### src/rtl/relu_pkg.sv
// ============================================================================
// Module : relu_pkg
// Brief  : Shared types and constants for the ReLU-backward layer sequencer.
// Rev    : 1.0  initial release
// ============================================================================
`default_nettype none

package relu_pkg;

  localparam int FP_W      = 32;
  localparam int DEF_WIDTH = 8;

  typedef logic [DEF_WIDTH*FP_W-1:0] fp_vec_t;

  typedef enum logic [2:0] {
    SEQ_IDLE    = 3'd0,
    SEQ_RD_REQ  = 3'd1,
    SEQ_RD_WAIT = 3'd2,
    SEQ_COMPUTE = 3'd3,
    SEQ_WR_REQ  = 3'd4,
    SEQ_FIN     = 3'd5
  } seq_state_t;

endpackage

`default_nettype wire

### src/rtl/relu_seq_lat_cnt.sv
// ============================================================================
// Module : relu_seq_lat_cnt
// Brief  : Loadable datapath-latency down-counter with terminal flag.
// Rev    : 1.0  initial release
// ============================================================================
`default_nettype none

module relu_seq_lat_cnt #(
  parameter int LAT_W = 4,
  parameter int LAT   = 1
) (
  input  logic clk,
  input  logic reset,
  input  logic i_load,
  input  logic i_en,
  output logic o_zero
);

  logic [LAT_W-1:0] r_count;

  always_ff @(posedge clk or negedge reset) begin
    if (!reset) begin
      r_count <= '0;
    end else if (i_load) begin
      r_count <= LAT_W'(LAT);
    end else if (i_en && (r_count != '0)) begin
      r_count <= r_count - 1'b1;
    end
  end

  // Flags the cycle in which the count steps down to zero.
  assign o_zero = (r_count == LAT_W'(1));

endmodule

`default_nettype wire

### src/rtl/relu_backward_seq.sv
// ============================================================================
// Module : relu_backward_seq
// Brief  : Streams NUM vectors src mem -> ReLU-backward datapath -> dst mem.
//          Optional stall counter port: RELU_BACKWARD_SEQ_STALL_CNT_EN.
// Rev    : 1.0  initial release
// ============================================================================
`default_nettype none

module relu_backward_seq
  import relu_pkg::*;
#(
  parameter int WIDTH  = DEF_WIDTH,
  parameter int ADDR_W = 16,
  parameter int CNT_W  = 16,
  parameter int DP_LAT = 1
) (
  input  logic                   clk,
  input  logic                   reset,
  input  logic [7:0]             id,
  input  logic                   start,
  input  logic [ADDR_W-1:0]      src_base,
  input  logic [ADDR_W-1:0]      dst_base,
  input  logic [CNT_W-1:0]       num_vecs,
  output logic                   busy,
  output logic                   done,
  output logic [7:0]             done_id,
  output logic                   rd_req,
  output logic [ADDR_W-1:0]      rd_addr,
  input  logic                   rd_gnt,
  input  logic                   rd_valid,
  input  logic [WIDTH*FP_W-1:0]  rd_data,
  output logic [WIDTH*FP_W-1:0]  dp_in_vec,
  input  logic [WIDTH*FP_W-1:0]  dp_out_vec,
  output logic                   wr_req,
  output logic [ADDR_W-1:0]      wr_addr,
  output logic [WIDTH*FP_W-1:0]  wr_data,
  input  logic                   wr_gnt
`ifdef RELU_BACKWARD_SEQ_STALL_CNT_EN
  ,
  output logic [31:0]            stall_cycles
`endif
);

  localparam int LAT_W = 4;

  seq_state_t              r_state;
  seq_state_t              w_state_next;
  logic [ADDR_W-1:0]       r_src;
  logic [ADDR_W-1:0]       r_dst;
  logic [CNT_W-1:0]        r_num;
  logic [CNT_W-1:0]        r_idx;
  logic [7:0]              r_id;
  logic [WIDTH*FP_W-1:0]   r_dp_in;
  logic [WIDTH*FP_W-1:0]   r_wr_data;

  logic                    w_accept;
  logic                    w_rd_cap;
  logic                    w_wr_done;
  logic                    w_lat_zero;
  logic                    w_compute;
  logic [CNT_W-1:0]        w_idx_next;

  assign w_accept   = (r_state == SEQ_IDLE) && start;
  assign w_rd_cap   = ((r_state == SEQ_RD_REQ) && rd_gnt && rd_valid) ||
                      ((r_state == SEQ_RD_WAIT) && rd_valid);
  assign w_wr_done  = (r_state == SEQ_WR_REQ) && wr_gnt;
  assign w_compute  = (r_state == SEQ_COMPUTE);
  assign w_idx_next = r_idx + 1'b1;

  relu_seq_lat_cnt #(
    .LAT_W (LAT_W),
    .LAT   (DP_LAT)
  ) u_lat_cnt (
    .clk    (clk),
    .reset  (reset),
    .i_load (w_rd_cap),
    .i_en   (w_compute),
    .o_zero (w_lat_zero)
  );

  always_comb begin
    w_state_next = r_state;
    case (r_state)
      SEQ_IDLE:    if (start)      w_state_next = (num_vecs == '0) ? SEQ_FIN : SEQ_RD_REQ;
      SEQ_RD_REQ:  if (rd_gnt)     w_state_next = rd_valid ? SEQ_COMPUTE : SEQ_RD_WAIT;
      SEQ_RD_WAIT: if (rd_valid)   w_state_next = SEQ_COMPUTE;
      SEQ_COMPUTE: if (w_lat_zero) w_state_next = SEQ_WR_REQ;
      // idx is compared after increment so a full 2^CNT_W-1 job never wraps.
      SEQ_WR_REQ:  if (wr_gnt)     w_state_next = (w_idx_next == r_num) ? SEQ_FIN : SEQ_RD_REQ;
      SEQ_FIN:                     w_state_next = SEQ_IDLE;
      default:                     w_state_next = SEQ_IDLE;
    endcase
  end

  always_ff @(posedge clk or negedge reset) begin
    if (!reset) begin
      r_state   <= SEQ_IDLE;
      r_src     <= '0;
      r_dst     <= '0;
      r_num     <= '0;
      r_idx     <= '0;
      r_id      <= '0;
      r_dp_in   <= '0;
      r_wr_data <= '0;
    end else begin
      r_state <= w_state_next;
      if (w_accept) begin
        r_src <= src_base;
        r_dst <= dst_base;
        r_num <= num_vecs;
        r_id  <= id;
        r_idx <= '0;
      end
      if (w_rd_cap) begin
        r_dp_in <= rd_data;
      end
      if (w_compute && w_lat_zero) begin
        r_wr_data <= dp_out_vec;
      end
      if (w_wr_done) begin
        r_idx <= w_idx_next;
      end
    end
  end

  assign busy      = (r_state != SEQ_IDLE) && (r_state != SEQ_FIN);
  assign done      = (r_state == SEQ_FIN);
  assign done_id   = done ? r_id : 8'h00;
  assign rd_req    = (r_state == SEQ_RD_REQ);
  assign wr_req    = (r_state == SEQ_WR_REQ);
  assign rd_addr   = r_src + ADDR_W'(r_idx);
  assign wr_addr   = r_dst + ADDR_W'(r_idx);
  assign dp_in_vec = r_dp_in;
  assign wr_data   = r_wr_data;

`ifdef RELU_BACKWARD_SEQ_STALL_CNT_EN
  logic [31:0] r_stall;
  logic        w_stall;

  assign w_stall = ((r_state == SEQ_RD_REQ) && !rd_gnt) ||
                   (r_state == SEQ_RD_WAIT) ||
                   ((r_state == SEQ_WR_REQ) && !wr_gnt);

  always_ff @(posedge clk or negedge reset) begin
    if (!reset) begin
      r_stall <= '0;
    end else if (w_accept) begin
      r_stall <= '0;
    end else if (w_stall && (r_stall != '1)) begin
      r_stall <= r_stall + 1'b1;
    end
  end

  assign stall_cycles = r_stall;
`endif

endmodule

`default_nettype wire

### config.mk
export PLATFORM = sky130hd
export DESIGN_NAME = relu_backward_seq
export DESIGN_NICKNAME = d
export VERILOG_FILES = /design/src/rtl/relu_pkg.sv /design/src/rtl/relu_seq_lat_cnt.sv /design/src/rtl/relu_backward_seq.sv
export SDC_FILE = /design/constraint.sdc
export NUM_CORES = 1
export LEC_CHECK = 0
export CORE_AREA = 2 2 443 445
export CTS_BUF_LIST = sky130_fd_sc_hd__clkbuf_2 sky130_fd_sc_hd__clkbuf_4 sky130_fd_sc_hd__clkbuf_8
export DETAILED_ROUTE_END_ITERATION = 10
export DIE_AREA = 0 0 445 447
export PLACE_DENSITY = 0.38
export SLEW_MARGIN = 20
export SYNTH_ARGS = -nofsm -noshare
export SYNTH_HDL_FRONTEND = slang
export SYNTH_SLANG_ARGS = --single-unit
### constraint.sdc
create_clock -name clk -period 6.85 [get_ports clk]
set_input_delay 0.685 -clock clk [delete_from_list [all_inputs] [get_ports clk]]
set_output_delay 0.685 -clock clk [all_outputs]
set_load 0.05 [all_outputs]
# ---- Word level (Yosys, flattened, before mapping)
# Index checks and enable logic that the tools add are counted.
dict set report totals {
  ff_bits 591
  inputBits 574
  out_inout_bits 556
}
dict set report op_classes {
  add_sub_neg 4
  eq_ne 13
  mux 14
  n_reduce_logical 16
}
# cell n
set op_table {}
lappend op_table {{16-bit adder} 2}
lappend op_table {{16-bit two-way mux} 2}
lappend op_table {{3-bit two-way mux} 7}
lappend op_table {{16-bit by 1-bit adder with 16-bit output, second input constant} 1}
lappend op_table {{16-bit equality test} 1}
lappend op_table {{16-bit logical NOT} 1}
lappend op_table {{3-bit one-hot mux with 5 select lines} 1}
lappend op_table {{1-bit logical AND} 8}
lappend op_table {{4-bit two-way mux} 2}
lappend op_table {{8-bit two-way mux} 1}
lappend op_table {{3-bit by 2-bit equality test with 1-bit output, second input constant} 2}
lappend op_table {{3-bit equality test, second input constant} 2}
lappend op_table {{2-bit != test, second input constant} 3}
lappend op_table {{5-bit AND reduction} 1}
lappend op_table {{4-bit by 1-bit equality test with 1-bit output, second input constant} 1}
lappend op_table {{2-bit by 1-bit != test with 1-bit output, second input constant} 2}
lappend op_table {{2-bit nonzero test} 2}
lappend op_table {{4-bit nonzero test} 1}
lappend op_table {{4-bit by 1-bit subtractor with 4-bit output, second input constant} 1}
lappend op_table {{3-bit by 1-bit equality test with 1-bit output, second input constant} 1}
lappend op_table {{3-bit logical NOT} 1}
lappend op_table {{3-bit != test, second input constant} 1}
lappend op_table {{3-bit nonzero test} 1}
lappend op_table {{1-bit logical OR} 1}
lappend op_table {{1-bit two-way mux} 1}

# ---- Logic depth before layout (Yosys ltp)
dict set report depth {
  word_depth 5
  ltp_mapped 9
  ltp_nobuf 9
}

# ---- Cells and area by module
# Synthesis repeated with hierarchy kept, for this count alone.
dict set report unflattened {
  cells_unflattened 1652
  hier_area_um2 24283.3
}
# mod n_inst cells_each area_per_inst_um2 seq_area_each_um2
set by_module_without_submodules {}
lappend by_module_without_submodules {relu_backward_seq 1 1626 24025.5 14689.1}
lappend by_module_without_submodules {relu_seq_lat_cnt 1 26 257.7 100.1}

# ---- Least setup slack after synthesis
# No wires, ideal clock.
dict set report synth_path {
  path_kind {reg2out}
  from {register r_idx[0]}
  to {output port wr_addr[10]}
  arrival_ns 3.056
  required_ns 6.165
  setup_slack_ns 3.109
  stages_incl_launch_ff 9
  path_buffers 0
  path_cell_list {dfrtp_1 -> ha_1 -> inv_1 -> fa_1 -> nor2b_4 -> o31a_1 -> o41a_1 -> o21a_1 -> o311ai_1}
}
dict set report synth_via {
  elab_chain_len 1
}
# element line_no
set synth_rtl {}
lappend synth_rtl {{start: declaration} relu_backward_seq.sv:51} ;# logic [CNT_W-1:0] r_idx;
lappend synth_rtl {{start signal: assignment} relu_backward_seq.sv:121} ;# r_idx <= w_idx_next;
lappend synth_rtl {{16-bit adder} relu_backward_seq.sv:132} ;# assign wr_addr = r_dst + ADDR_W'(r_idx);
lappend synth_rtl {{end: declaration} relu_backward_seq.sv:35} ;# output logic [ADDR_W-1:0] wr_addr,
# No other way between the ends.

# ---- Final worst setup path
dict set report layout_path {
  from {register r_idx[2]}
  to {output port wr_addr[15]}
}
# The elaborated chain is that of the path after synthesis.

==> impl_metrics.ini <==
[die]
initial_core_util = 0.125
die_w_um = 445
die_h_um = 447
die_area_sq_um = 199000
placementRows = 162
core-area_sq_um = 194000
io_pins = 1130

[clocking]
ctsHoldBuffers = 1
cts_resized = 0
root_buffer = clkbuf_8
path_clk_slew_ns = 0.06
htree_num_levels = 4
cts_tree = done
cts_setup_buffers = 0
cts_sinks = 591
clk_path_buf_depth = 3
clkLatencyLatePin_ns = 0.88
cts_made_buffers = 132

[power_and_ir_drop]
clockPowerShare = 0.174
swShare = 0.495
power_frac_seq = 0.263
power_switching_uw = 12000
p_per_area_nw_per_um2 = 586
p_leak_uw = 0.0166
p_comb_frac = 0.563
ir_worst_vdd_v = 0.000243
p_int_uw = 12200

[timing]
min_period_over_period = 0.720
setup_ws_ns = 1.92
max_clock_freq_mhz = 203
max-slew-margin-rel = 0.334
worst_clock_skew_ns = 0.0421
setup_viol = 0
fin_crit_ns = 4.93
tightest_slew_ns = 0.999
fin_tns_setup_ns = 0
slew_violations = 0
rsz0062_at_grt = no
hold_violations = 0

[finish]
fin_nets = 3438
stdcell_count = 5475
area_growth_pct = 70.3
layout-drive-gt1-share = 0.0901
mostFrequentLayoutCells = 1,128 x clkdlybuf4s50_1, 591 x dfrtp_1, 565 x mux2_1
multi_input_area_sq_um = 8970
postLayoutCoreUtil = 0.213
layout_commonest_cell = clkdlybuf4s50_1
fillers = 20957
seq_area_sq_um = 14800

[synthesis]
ys_seq_area_frac = 0.610
syn_area_sq_um = 24300
synth_area_leaders = dfrtp_1 61%, mux2_1 26%, ha_1 1.8%, xnor2_1 1.0%, buf_2 0.93%
dominantRegCellSynth = dfrtp_1
yosysUniqueCellTypes = 65
synth_edf_count = 0
yosys_register_bits = 591
synth_top_area_cell = dfrtp_1
synthArstFlopShare = 1.00
synth_top_area_frac = 0.610
yosysWarningCount = 0
post_synth.cell_area_avg_sq_um = 15.0
synthCells = 1622
syn-num-nets = 2232

[place]
gp_congestion = 0.833
port_buffers = 1129
post-place-ws_ns = 2.79
place_inst = 5235
hpwl_um = 105000

[global_route]
track_usage = 0.129
grt_overflow_total = 0
grt_pass1_vias = 19737
grt_max_degree = 142
grt_pass1_wl_um = 174000
antenna_found_initial = 68

[min_path]
hp-start = dp_out_vec[78]
hold_path.class = in -> reg
min_path_cells = 2
holdPathEnd = wr_data[78]

[critical_path]
arrival_ns = 4.25
required_ns = 6.16
end_kind = primary output
critPathMaxFanout = 9
cp-start-kind = register
r2r_cells = 7
setup.reg_to_reg.worst_slack_ns = 3.91
r2r-start = u_lat_cnt.r_count[1]
criticalPathCategory = reg -> out
r2r-end = wr_data[45]

[run_status]
outcome = complete, no violations

[detailed_routing]
antenna_left = 0
wl_per_cell_um = 24.0
drt_iter0_markers = 668
via_per_inst = 3.38
wl_um = 132000
drc = 0
dr.pass1.iters = 4
vias = 18511

[run]
maxCapViolCount = 0
[cell families after synthesis]
family / after synthesis / synth area share
AOI/OAI and AO/OA: 127 / 0.0336
xor gates and xnor gates: 48 / 0.0173
adders and majority gates: 36 / 0.0192
buffers and inverters: 99 / 0.0207
DFF: 591 / 0.610
muxes: 570 / 0.264
and+or+nand+nor: 151 / 0.0348
[worst max-delay path by stage]
| stage | start | end | slack, ns | cells past startpoint |
|---|---|---|---|---|
| 6_report | r_idx[2] | wr_addr[15] | 1.92 | 8 |
| 3_5_place_dp | r_idx[2] | wr_addr[15] | 2.79 | 8 |
| 3_3_place_gp | r_idx[2] | wr_addr[15] | 2.80 | 8 |
| 5_1_grt | r_idx[2] | wr_addr[15] | 1.66 | 8 |
| 4_1_cts | r_idx[2] | wr_addr[15] | 1.72 | 8 |
| 2_1_floorplan | r_idx[0] | wr_addr[10] | 3.11 | 8 |
[cell usage after synthesis (all sizes together) (7+ instances only)]
master  count
and2       12
mux2      566
and3        9
xnor2      29
o21ai      49
clkbuf     12
buf        67
nand3       9
nor2       36
xor2       19
o21a        9
a21oi      23
nand2      28
nand4      10
dfrtp     591
nand2b      8
ha         34
nor3       10
inv        20
nor2b       7
[per-stage QoR]
stage          power, uW  area [sq um]  hold slack [ns]
6_report           24200         41300            0.397
3_3_place_gp       20200         38500            0.462
3_5_place_dp       20300         38500            0.468
4_1_cts            24700         41300            0.214
5_1_grt            25400         41300            0.287
2_1_floorplan      14500         24300            0.389
[sequential cells by signal, summed over array words and instances, names as in the netlist]
signal             cells
u_lat_cnt.r_count      4
r_id                   8
wr_data              256
r_state                3
r_src                 16
r_num                 16
r_idx                 16
r_dst                 16
dp_in_vec            256
[critical path: stages (launching register included)]
cell	delay [ns]
dfrtp_1	0.55
ha_1	0.35
o21a_2	0.24
a21oi_1	0.21
o21ai_1	0.16
a311o_1	0.35
a21oi_1	0.39
xnor2_1	0.25
clkdlybuf4s50_1	0.87
[cell type report]
cell class | count | share of cell area
sequential | 591 | 0.358
timing repair buffer | 1151 | 0.279
multi-input combinational | 932 | 0.217
tap | 2542 | 0.0770
clock buffer | 205 | 0.0610
clock inverter | 20 | 0.00476
inverter | 20 | 0.00182
antenna | 14 | 0.000848
[power by group through the flow]
stage	sequential [uW]	combinational, uW	clock [uW]
final	6360	13600	4210
after detailed placement	6390	13900	0
after CTS	6370	13900	4460
after global routing	6590	14200	4600
after floorplan	11500	3020	0
after global placement	6360	13900	0
[layer usage]
| layer | part of all wire | vias to the layer above | track usage |
|---|---|---|---|
| li1 | - | 8237 | - |
| met1 | 0.37 | 9366 | 0.137 |
| met2 | 0.52 | 663 | 0.231 |
| met3 | 0.082 | 225 | 0.0534 |
| met4 | 0.026 | 20 | 0.0391 |
| met5 | 0.00087 | - | 0 |
No activity file was read; power rests on OpenSTA's default activity.
